$ cat config.mk
export PLATFORM = sky130hd
export DESIGN_NAME = button_debouncer
export DESIGN_NICKNAME = d
export VERILOG_FILES = /design/src/rtl/button_debouncer.sv
export SDC_FILE = /design/constraint.sdc
export NUM_CORES = 1
export LEC_CHECK = 0
export CAP_MARGIN = 40
export CORE_MARGIN = 8
export CORE_UTILIZATION = 25
export DETAILED_ROUTE_END_ITERATION = 7
export GPL_TIMING_DRIVEN = 0
export PLACE_DENSITY = 0.47
export SLEW_MARGIN = 5
export SYNTH_ARGS = -nofsm -noshare
export SYNTH_HDL_FRONTEND = slang
export SYNTH_SLANG_ARGS = --single-unit
$ cat constraint.sdc
create_clock -name CLK_IN -period 2.45 [get_ports CLK_IN]
set_input_delay 0.245 -clock CLK_IN [delete_from_list [all_inputs] [get_ports CLK_IN]]
set_output_delay 0.245 -clock CLK_IN [all_outputs]
set_load 0.02 [all_outputs]
$ cat src/rtl/button_debouncer.sv
// -----------------------------------------------------------------------------
// button_debouncer
//
// Conditions one raw mechanical pushbutton/switch pin in the CLK_IN domain.
// The pin is synchronised through two flops, normalised so that 1 means
// "pressed", and then qualified by a four-state FSM that only accepts a new
// level after STABLE_CYCLES consecutive identical samples. Accepted edges
// produce one-cycle press/release strobes and advance a wrapping press counter.
//
// Parameters
//   STABLE_CYCLES : identical synchronised samples needed to accept a level
//   CNT_WIDTH     : width of the stability counter (2**CNT_WIDTH > STABLE_CYCLES)
//   ACTIVE_LOW    : 1 = pin reads 0 when pressed, 0 = pin reads 1 when pressed
//   PRESS_WIDTH   : width of the press counter
//
// Ports
//   CLK_IN        : system clock, rising edge
//   RST_IN        : asynchronous reset, active-high
//   BTN_IN        : raw asynchronous button pin
//   PRESSED       : debounced level, 1 = pressed
//   PRESS_PULSE   : one-cycle strobe on an accepted press
//   RELEASE_PULSE : one-cycle strobe on an accepted release
//   PRESS_COUNT   : accepted presses, wraps modulo 2**PRESS_WIDTH
// -----------------------------------------------------------------------------
module button_debouncer #(
  parameter int STABLE_CYCLES = 120000,
  parameter int CNT_WIDTH     = 17,
  parameter int ACTIVE_LOW    = 1,
  parameter int PRESS_WIDTH   = 8
) (
  input  logic                   CLK_IN,
  input  logic                   RST_IN,
  input  logic                   BTN_IN,
  output logic                   PRESSED,
  output logic                   PRESS_PULSE,
  output logic                   RELEASE_PULSE,
  output logic [PRESS_WIDTH-1:0] PRESS_COUNT
);

  // Pin value seen when the button is not pressed; the synchroniser resets
  // to this so that reset release never looks like a press.
  localparam logic                 REL_LVL  = (ACTIVE_LOW != 0);
  localparam logic [CNT_WIDTH-1:0] CNT_ONE  = CNT_WIDTH'(1);
  localparam logic [CNT_WIDTH-1:0] CNT_LAST = CNT_WIDTH'(STABLE_CYCLES - 1);

  typedef enum logic [1:0] {
    IDLE_RELEASED = 2'd0,
    WAIT_PRESS    = 2'd1,
    IDLE_PRESSED  = 2'd2,
    WAIT_RELEASE  = 2'd3
  } state_t;

  logic                   sync_p0;
  logic                   sync_p1;
  logic                   s;

  state_t                 state_q, state_d;
  logic [CNT_WIDTH-1:0]   cnt_q, cnt_d;
  logic                   pressed_q, pressed_d;
  logic                   ppulse_q, ppulse_d;
  logic                   rpulse_q, rpulse_d;
  logic [PRESS_WIDTH-1:0] count_q, count_d;

  // ---- stage p0/p1: two-flop synchroniser on the raw pin ----
  always_ff @(posedge CLK_IN or posedge RST_IN) begin
    if (RST_IN) begin
      sync_p0 <= REL_LVL;
      sync_p1 <= REL_LVL;
    end else begin
      sync_p0 <= BTN_IN;
      sync_p1 <= sync_p0;
    end
  end

  // Polarity normalisation: s = 1 means pressed regardless of wiring.
  assign s = sync_p1 ^ REL_LVL;

  // ---- FSM + registered outputs ----
  always_ff @(posedge CLK_IN or posedge RST_IN) begin
    if (RST_IN) begin
      state_q   <= IDLE_RELEASED;
      cnt_q     <= '0;
      pressed_q <= 1'b0;
      ppulse_q  <= 1'b0;
      rpulse_q  <= 1'b0;
      count_q   <= '0;
    end else begin
      state_q   <= state_d;
      cnt_q     <= cnt_d;
      pressed_q <= pressed_d;
      ppulse_q  <= ppulse_d;
      rpulse_q  <= rpulse_d;
      count_q   <= count_d;
    end
  end

  // The first differing sample already counts as 1, so the level is accepted
  // on the sample that finds the counter at STABLE_CYCLES-1; the counter is
  // therefore bounded and never wraps.
  always_comb begin
    state_d   = state_q;
    cnt_d     = cnt_q;
    pressed_d = pressed_q;
    ppulse_d  = 1'b0;
    rpulse_d  = 1'b0;
    count_d   = count_q;

    case (state_q)
      IDLE_RELEASED: begin
        pressed_d = 1'b0;
        cnt_d     = '0;
        if (s) begin
          state_d = WAIT_PRESS;
          cnt_d   = CNT_ONE;
        end
      end

      WAIT_PRESS: begin
        if (!s) begin
          state_d = IDLE_RELEASED;
          cnt_d   = '0;
        end else if (cnt_q == CNT_LAST) begin
          state_d   = IDLE_PRESSED;
          cnt_d     = '0;
          pressed_d = 1'b1;
          ppulse_d  = 1'b1;
          count_d   = count_q + PRESS_WIDTH'(1);
        end else begin
          cnt_d = cnt_q + CNT_ONE;
        end
      end

      IDLE_PRESSED: begin
        pressed_d = 1'b1;
        cnt_d     = '0;
        if (!s) begin
          state_d = WAIT_RELEASE;
          cnt_d   = CNT_ONE;
        end
      end

      WAIT_RELEASE: begin
        if (s) begin
          state_d = IDLE_PRESSED;
          cnt_d   = '0;
        end else if (cnt_q == CNT_LAST) begin
          state_d   = IDLE_RELEASED;
          cnt_d     = '0;
          pressed_d = 1'b0;
          rpulse_d  = 1'b1;
        end else begin
          cnt_d = cnt_q + CNT_ONE;
        end
      end

      default: begin
        state_d   = IDLE_RELEASED;
        cnt_d     = '0;
        pressed_d = 1'b0;
      end
    endcase
  end

  assign PRESSED       = pressed_q;
  assign PRESS_PULSE   = ppulse_q;
  assign RELEASE_PULSE = rpulse_q;
  assign PRESS_COUNT   = count_q;

endmodule

==> results of run 1 <==
==> logic make-up after synthesis <==
kind of cell    after synthesis  synth area share, %
simple gates                 73                 24.3
buf+inv                      11                 2.86
flops                        32                 48.4
xor+xnor                     22                 11.6
compound gates               12                 6.33
fa+ha+maj                     7                 5.27
mux                           2                 1.28
==> flip-flops by register name, indices dropped and copies added, names as in the netlist, named ones only <==
name and flops:
PRESS_PULSE 1, cnt_q 17, PRESSED 1, PRESS_COUNT 8, sync_p1 1, sync_p0 1
RELEASE_PULSE 1, state_q 1
==> final cells by class <==
cell class | count | area [um^2]
Buffer | 4 | 21.3
Clock buffer | 8 | 80.1
Fill cell | 678 | 4360
Inverter | 7 | 26.3
Multi-Input combinational cell | 116 | 810
Sequential cell | 32 | 803
Tap cell | 77 | 96.3
Timing Repair Buffer | 15 | 185
==> power breakdown <==
part           internal (mW)  total (mW)  switching, mW
registers              0.570       0.610         0.0397
clock network          0.202       0.396          0.195
logic                  0.183       0.437          0.254
==> Yosys cell counts, types with 2 or more instances <==
cell type and n:
sky130_fd_sc_hd__and4_1 3, sky130_fd_sc_hd__nor3_1 3, sky130_fd_sc_hd__a21oi_1 3, sky130_fd_sc_hd__ha_1 7, sky130_fd_sc_hd__o21ai_0 3, sky130_fd_sc_hd__buf_2 2, sky130_fd_sc_hd__xnor2_1 9, sky130_fd_sc_hd__dfrtp_1 30
sky130_fd_sc_hd__nand3_1 12, sky130_fd_sc_hd__xor2_1 13, sky130_fd_sc_hd__nand2b_1 2, sky130_fd_sc_hd__nor2_1 25, sky130_fd_sc_hd__dfstp_2 2, sky130_fd_sc_hd__and3_1 4, sky130_fd_sc_hd__inv_1 7, sky130_fd_sc_hd__nand4_1 6
sky130_fd_sc_hd__nor2b_1 2, sky130_fd_sc_hd__nand2_1 10
==> per-layer routing <==
metal	global-route usage (%)	wire [um]	part of all wire [%]
met4	2.10	39	1.2
met1	9.58	1690	51
met5	0	0	0
met3	3.56	156	4.7
met2	10.3	1410	43
==> worst max-delay path, delay by kind of cell, from the launching register on <==
kind | cells | cell delay, ps
flip-flops | 1 | 360
AND/OR/NAND/NOR | 4 | 1010
buffers and inverters | 2 | 520
==> final timing paths <==
kind,start,end,slack [ps]
worst min register to register,sync_p0$_DFF_PP1_,sync_p1$_DFF_PP1_,360
min in group CLK_IN,sync_p0$_DFF_PP1_,sync_p1$_DFF_PP1_,360
worst min-delay path,RST_IN,cnt_q[13]$_DFF_PP0_,150
worst max register to register,cnt_q[6]$_DFF_PP0_,cnt_q[6]$_DFF_PP0_,450
max in group asynchronous,RST_IN,sync_p0$_DFF_PP1_,1730
worst max-delay path,cnt_q[6]$_DFF_PP0_,cnt_q[6]$_DFF_PP0_,450
==> metrics by stage <==
step	std cells	utilization (%)	hold WS (ps)	power (mW)	setup WS, ps
after floorplan	159	-	249	0.939	738
after global placement	249	29.5	347	1.05	418
after detailed placement	250	30.0	350	1.06	396
after CTS	258	31.2	359	1.46	388
after global routing	259	31.7	136	1.55	230
final	259	31.7	146	1.44	447
==> layout by cell type, fill, tap and decap left out, drive strengths merged <==
master	instances
dfrtp	30
nor2	26
xor2	13
clkdlybuf4s50	13
nand3	13
nand2	10
xnor2	9
clkbuf	9
inv	7
ha	7
nand4	6
and3	5
buf	5
and4	3
nor3	3
a21oi	3
o21ai	3
nand2b	2
nor2b	2
dfstp	2
nor4b	2
mux2	1
o221ai	1
o311a	1
nor4	1
mux2i	1
a31oi	1
a21boi	1
a2111oi	1
a2bb2oi	1
==> impl_metrics.yaml, run 1 <==
run_status:
  outcome: "complete, no violations"
routing:
  ant_nets: 0
  dr_total_vias: 1172
  wire_per_inst_um: 12.7
  detail_route.first_pass.iterations: 4
  detail_route.vias_per_cell: 4.53
  route.final.wire_length_um: 3300
  drt_first_iter_violations: 23
  drc: 0
yosys:
  synth_top_cell_area_share_pct: 45.2
  synthTopCellsByArea: "sky130_fd_sc_hd__dfrtp_1 (45%), sky130_fd_sc_hd__xor2_1 (6.9%), sky130_fd_sc_hd__nor2_1 (5.7%)"
  avgSynthCellArea_um2: 10.4
  synthFlopType: "sky130_fd_sc_hd__dfrtp_1"
  synth-warning-count: 0
  yosysTopAreaCell: "sky130_fd_sc_hd__dfrtp_1"
  synth_cells: 159
  async_set_or_reset_register_ratio_after_synthesis_pct: 100
  synthesis.nets: 169
  netlist_area_um2: 1660
  distinct_cell_type_count_of_the_synthesized_netlist: 34
  synth.ff_latch_count: 32
  post_synth_edffs: 0
  yosysSeqAreaShare_pct: 48.4
worst_setup_path:
  reg2regPathDepth: 6
  timing.critical_path.fanout_max: 10
  worst_path_max_delay_cell: "sky130_fd_sc_hd__nor3_1"
  worstPathArrival_ps: 2180
  endpoint_kind: "flop"
  critical_path.startpoint_type: "flop"
  worst-endpoint-required_ps: 2620
  critical_path.cell_chain: "clkbuf_1 -> nor3_1 -> nand3_4 -> nand2_1 -> buf_2 -> nor2_1"
  cpPeakStageDelay_ps: 440
  crit_path_kind: "flop to flop"
cells_and_area:
  nNetsFinal: 191
  syn2layout_area_growth_pct: 21.8
  post_route_cells_drive_above_1_share_pct: 11.5
  number_of_antenna_diodes: 0
  fin_area_um2: 2020
grt:
  grt_pass1_vias: 1133
  number_of_antenna_violations_at_the_first_check_in_global_routing: 0
  grt_first_pass_wirelength_um: 5730
  grt_max_degree: 19
  globalRouteOverflowTotal: 0
  grt_use_total_pct: 7.35
placed_design:
  post_dp_cell_area_um2: 1910
  buffer_ports.inserted: 13
  dp_hpwl_um: 2340
  finalWeightedCongestion: 0.799
sta:
  maxSlewViolCount: 0
  fmax_mhz: 499
  fin_crit_ps: 2000
  relSlewSlack_pct: 68.4
  setup_violations: 0
  rsz0062_at_grt: "no"
  post-route-period-util_pct: 81.8
  finalHoldViolCount: 0
  timing_worst_slew_pin_value_ps: 474
  worst_clock_skew_ps: 5.89
  finalSetupTns_ps: 0
die:
  top_level_ports: 14
  core.rowCount: 29
  fp.dieW_um: 97.5
  starting_density_pct: 26.0
  core_area_um2: 6390
  fp.dieArea_um2: 9510
  die_height_um: 97.5
clock_network:
  cts_made_buffers: 5
  clock_path_buffers: 2
  worstSkewPairLatency_ps: 290
  cts_root_buf: "sky130_fd_sc_hd__clkbuf_8"
  cts_htree_levels: 2
  cts.reportedPaths.clkPinSlew_ps: 70
  clock_tree_from_tritoncts: "done"
  cts_hold_repair.buffers: 0
  cts_setup_buffers: 0
  cts_repair_resize_count: 0
  numClockSinks: 32
flow_run:
  drv_cap: 0
min_path:
  timing.hold.worst.class: "input port to async pin"
pwr:
  power.density_nw_per_um2: 714
  power_leakage_nw: 0.848
  power.ir.vdd_worst_mv: 0.295
Note: power is estimated with default switching activity, not from simulation.
==> run 2, diff against run 1 <==
- clock period: 2.45 -> 2 ns (I/O delays scaled with it)
==> impl_metrics.yaml, run 2 (same netlist as run 1, synthesis figures left out) <==
grt:
  globalRouteOverflowTotal: 0
  grt_pass1_vias: 1137
  number_of_antenna_violations_at_the_first_check_in_global_routing: 0
  met3_capacity_usage_during_global_routing_pct: 3.56
  grt_use_total_pct: 7.40
  grt_first_pass_wirelength_um: 5780
  grt_most_used_layer: "met2"
  grt_util_met2_pct: 10.5
  grt_util_met1_pct: 9.62
  grt_max_degree: 19
worst_setup_path:
  endpoint_kind: "flop"
  critical_path.startpoint_type: "flop"
  cpPeakStageDelay_ps: 360
  timing.reg2reg.setup_slack_ps: 130
  worst-endpoint-required_ps: 2170
  timing.critical_path.fanout_max: 10
  worst_path_max_delay_cell: "sky130_fd_sc_hd__dfrtp_1"
  critical_path.cell_chain: "clkbuf_1 -> nor3_2 -> nand3_4 -> nor2_2 -> mux2_2"
  worstPathArrival_ps: 2050
  crit_path_kind: "flop to flop"
placed_design:
  dp_cells: 250
  post_dp_cell_area_um2: 1910
  dp_hpwl_um: 2340
  finalWeightedCongestion: 0.799
  buffer_ports.inserted: 13
  placement.setup.worst_slack_ps: -54.2
cells_and_area:
  finalCoreUtilization_pct: 31.9
  largest_reg_flops: 17
  number_of_antenna_diodes: 0
  nNetsFinal: 191
  syn2layout_area_growth_pct: 22.8
  post_route_cells_drive_above_1_share_pct: 12.6
  largest-register: "cnt_q"
  final_cells: 259
  mostFrequentLayoutCells: "sky130_fd_sc_hd__dfrtp_1 (30), sky130_fd_sc_hd__nor2_1 (25), sky130_fd_sc_hd__xor2_1 (13), sky130_fd_sc_hd__clkdlybuf4s50_1 (13), sky130_fd_sc_hd__nand3_1 (12)"
  most_frequent_standard_cell_in_the_layout_excluding_fill_and_tap_cells: "sky130_fd_sc_hd__dfrtp_1"
  fin_area_um2: 2040
sta:
  setup_violations: 0
  rsz0062_at_grt: "yes"
  finalWorstSetupSlack_ps: 126
  post-route-period-util_pct: 93.7
  relSlewSlack_pct: 62.8
  fmax_mhz: 534
  finalSetupTns_ps: 0
  fin_crit_ps: 1870
  maxSlewViolCount: 0
  finalHoldViolCount: 0
  worst_clock_skew_ps: 6.03
  whs_ps: 101
  timing_worst_slew_pin_value_ps: 559
clock_network:
  cts_setup_buffers: 0
  cts_htree_levels: 2
  clock_tree_from_tritoncts: "done"
  cts_hold_repair.buffers: 0
  worstSkewPairLatency_ps: 280
  numClockSinks: 32
  clock_path_buffers: 2
  cts_made_buffers: 5
  cts_root_buf: "sky130_fd_sc_hd__clkbuf_8"
  cts.reportedPaths.clkPinSlew_ps: 70
die:
  core.rowCount: 29
  fp.dieArea_um2: 9510
  starting_density_pct: 26.0
  top_level_ports: 14
  die_height_um: 97.5
  fp.dieW_um: 97.5
  core_area_um2: 6390
routing:
  detail_route.first_pass.iterations: 4
  drc: 0
  detail_route.vias_per_cell: 4.54
  route.final.wire_length_um: 3320
  wire_per_inst_um: 12.8
  ant_nets: 0
  dr_total_vias: 1175
  drt_first_iter_violations: 31
min_path:
  timing.hold.worst.class: "input port to async pin"
pwr:
  power.ir.vdd_worst_mv: 0.360
  total_power_mw: 1.77
  power.density_nw_per_um2: 868
  power_leakage_nw: 0.853
run_status:
  outcome: "complete, no violations"
flow_run:
  drv_cap: 0
run 2: cell types whose count changed in the layout (fill, tap and decap cells not counted):
| cell | delta |
|---|---|
| sky130_fd_sc_hd__nor4b_2 | -1 |
| sky130_fd_sc_hd__nor3_1 | -1 |
| sky130_fd_sc_hd__nor3_2 | +1 |
| sky130_fd_sc_hd__nand2_2 | +1 |
| sky130_fd_sc_hd__nand2_1 | -1 |
| sky130_fd_sc_hd__nor4b_4 | +1 |
run 2: worst paths after layout:
path / from / endpoint / cells past startpoint
worst max-delay path: cnt_q[6]$_DFF_PP0_ / PRESS_COUNT[1]$_DFFE_PP0P_ / 5
max in group asynchronous: RST_IN / sync_p0$_DFF_PP1_ / 4
worst min-delay path: RST_IN / cnt_q[13]$_DFF_PP0_ / 2
min in group CLK_IN: BTN_IN / sync_p0$_DFF_PP1_ / 1
worst min register to register: sync_p0$_DFF_PP1_ / sync_p1$_DFF_PP1_ / 0
worst max register to register: cnt_q[6]$_DFF_PP0_ / PRESS_COUNT[1]$_DFFE_PP0P_ / 5
run 2: area by class of cell:
class,count,area (um^2)
plain buffers,4,21.3
clock buffers,8,80.1
fillers,677,4350
inverters,7,26.3
multi-input cells,116,826
flip-flops and latches,32,803
well taps,77,96.3
repair buffers,15,185
run 2: repair_timing:
item | 4_1_cts | 5_1_grt
endpoints found under the setup margin | 10 | 11
pin swaps | 0 | 0
gates resized for setup | 1 | 2
run 2: power by group:
group          switching, mW  internal, mW  total [mW]
combinational          0.312         0.226       0.539
sequential            0.0483         0.698       0.747
clock                  0.237         0.247       0.484
run 2: worst max-delay path: cells and delay by family (launching register included):
kind | cells | cell delay [ps]
multiplexers | 1 | 350
buffers and inverters | 1 | 260
flip-flops | 1 | 360
AND/OR/NAND/NOR | 3 | 790
run 2: routing by layer:
metal | vias up | wire [um]
met5 | - | 0
met1 | 565 | 1680
met4 | 0 | 39
met3 | 6 | 156
li1 | 591 | -
met2 | 13 | 1450
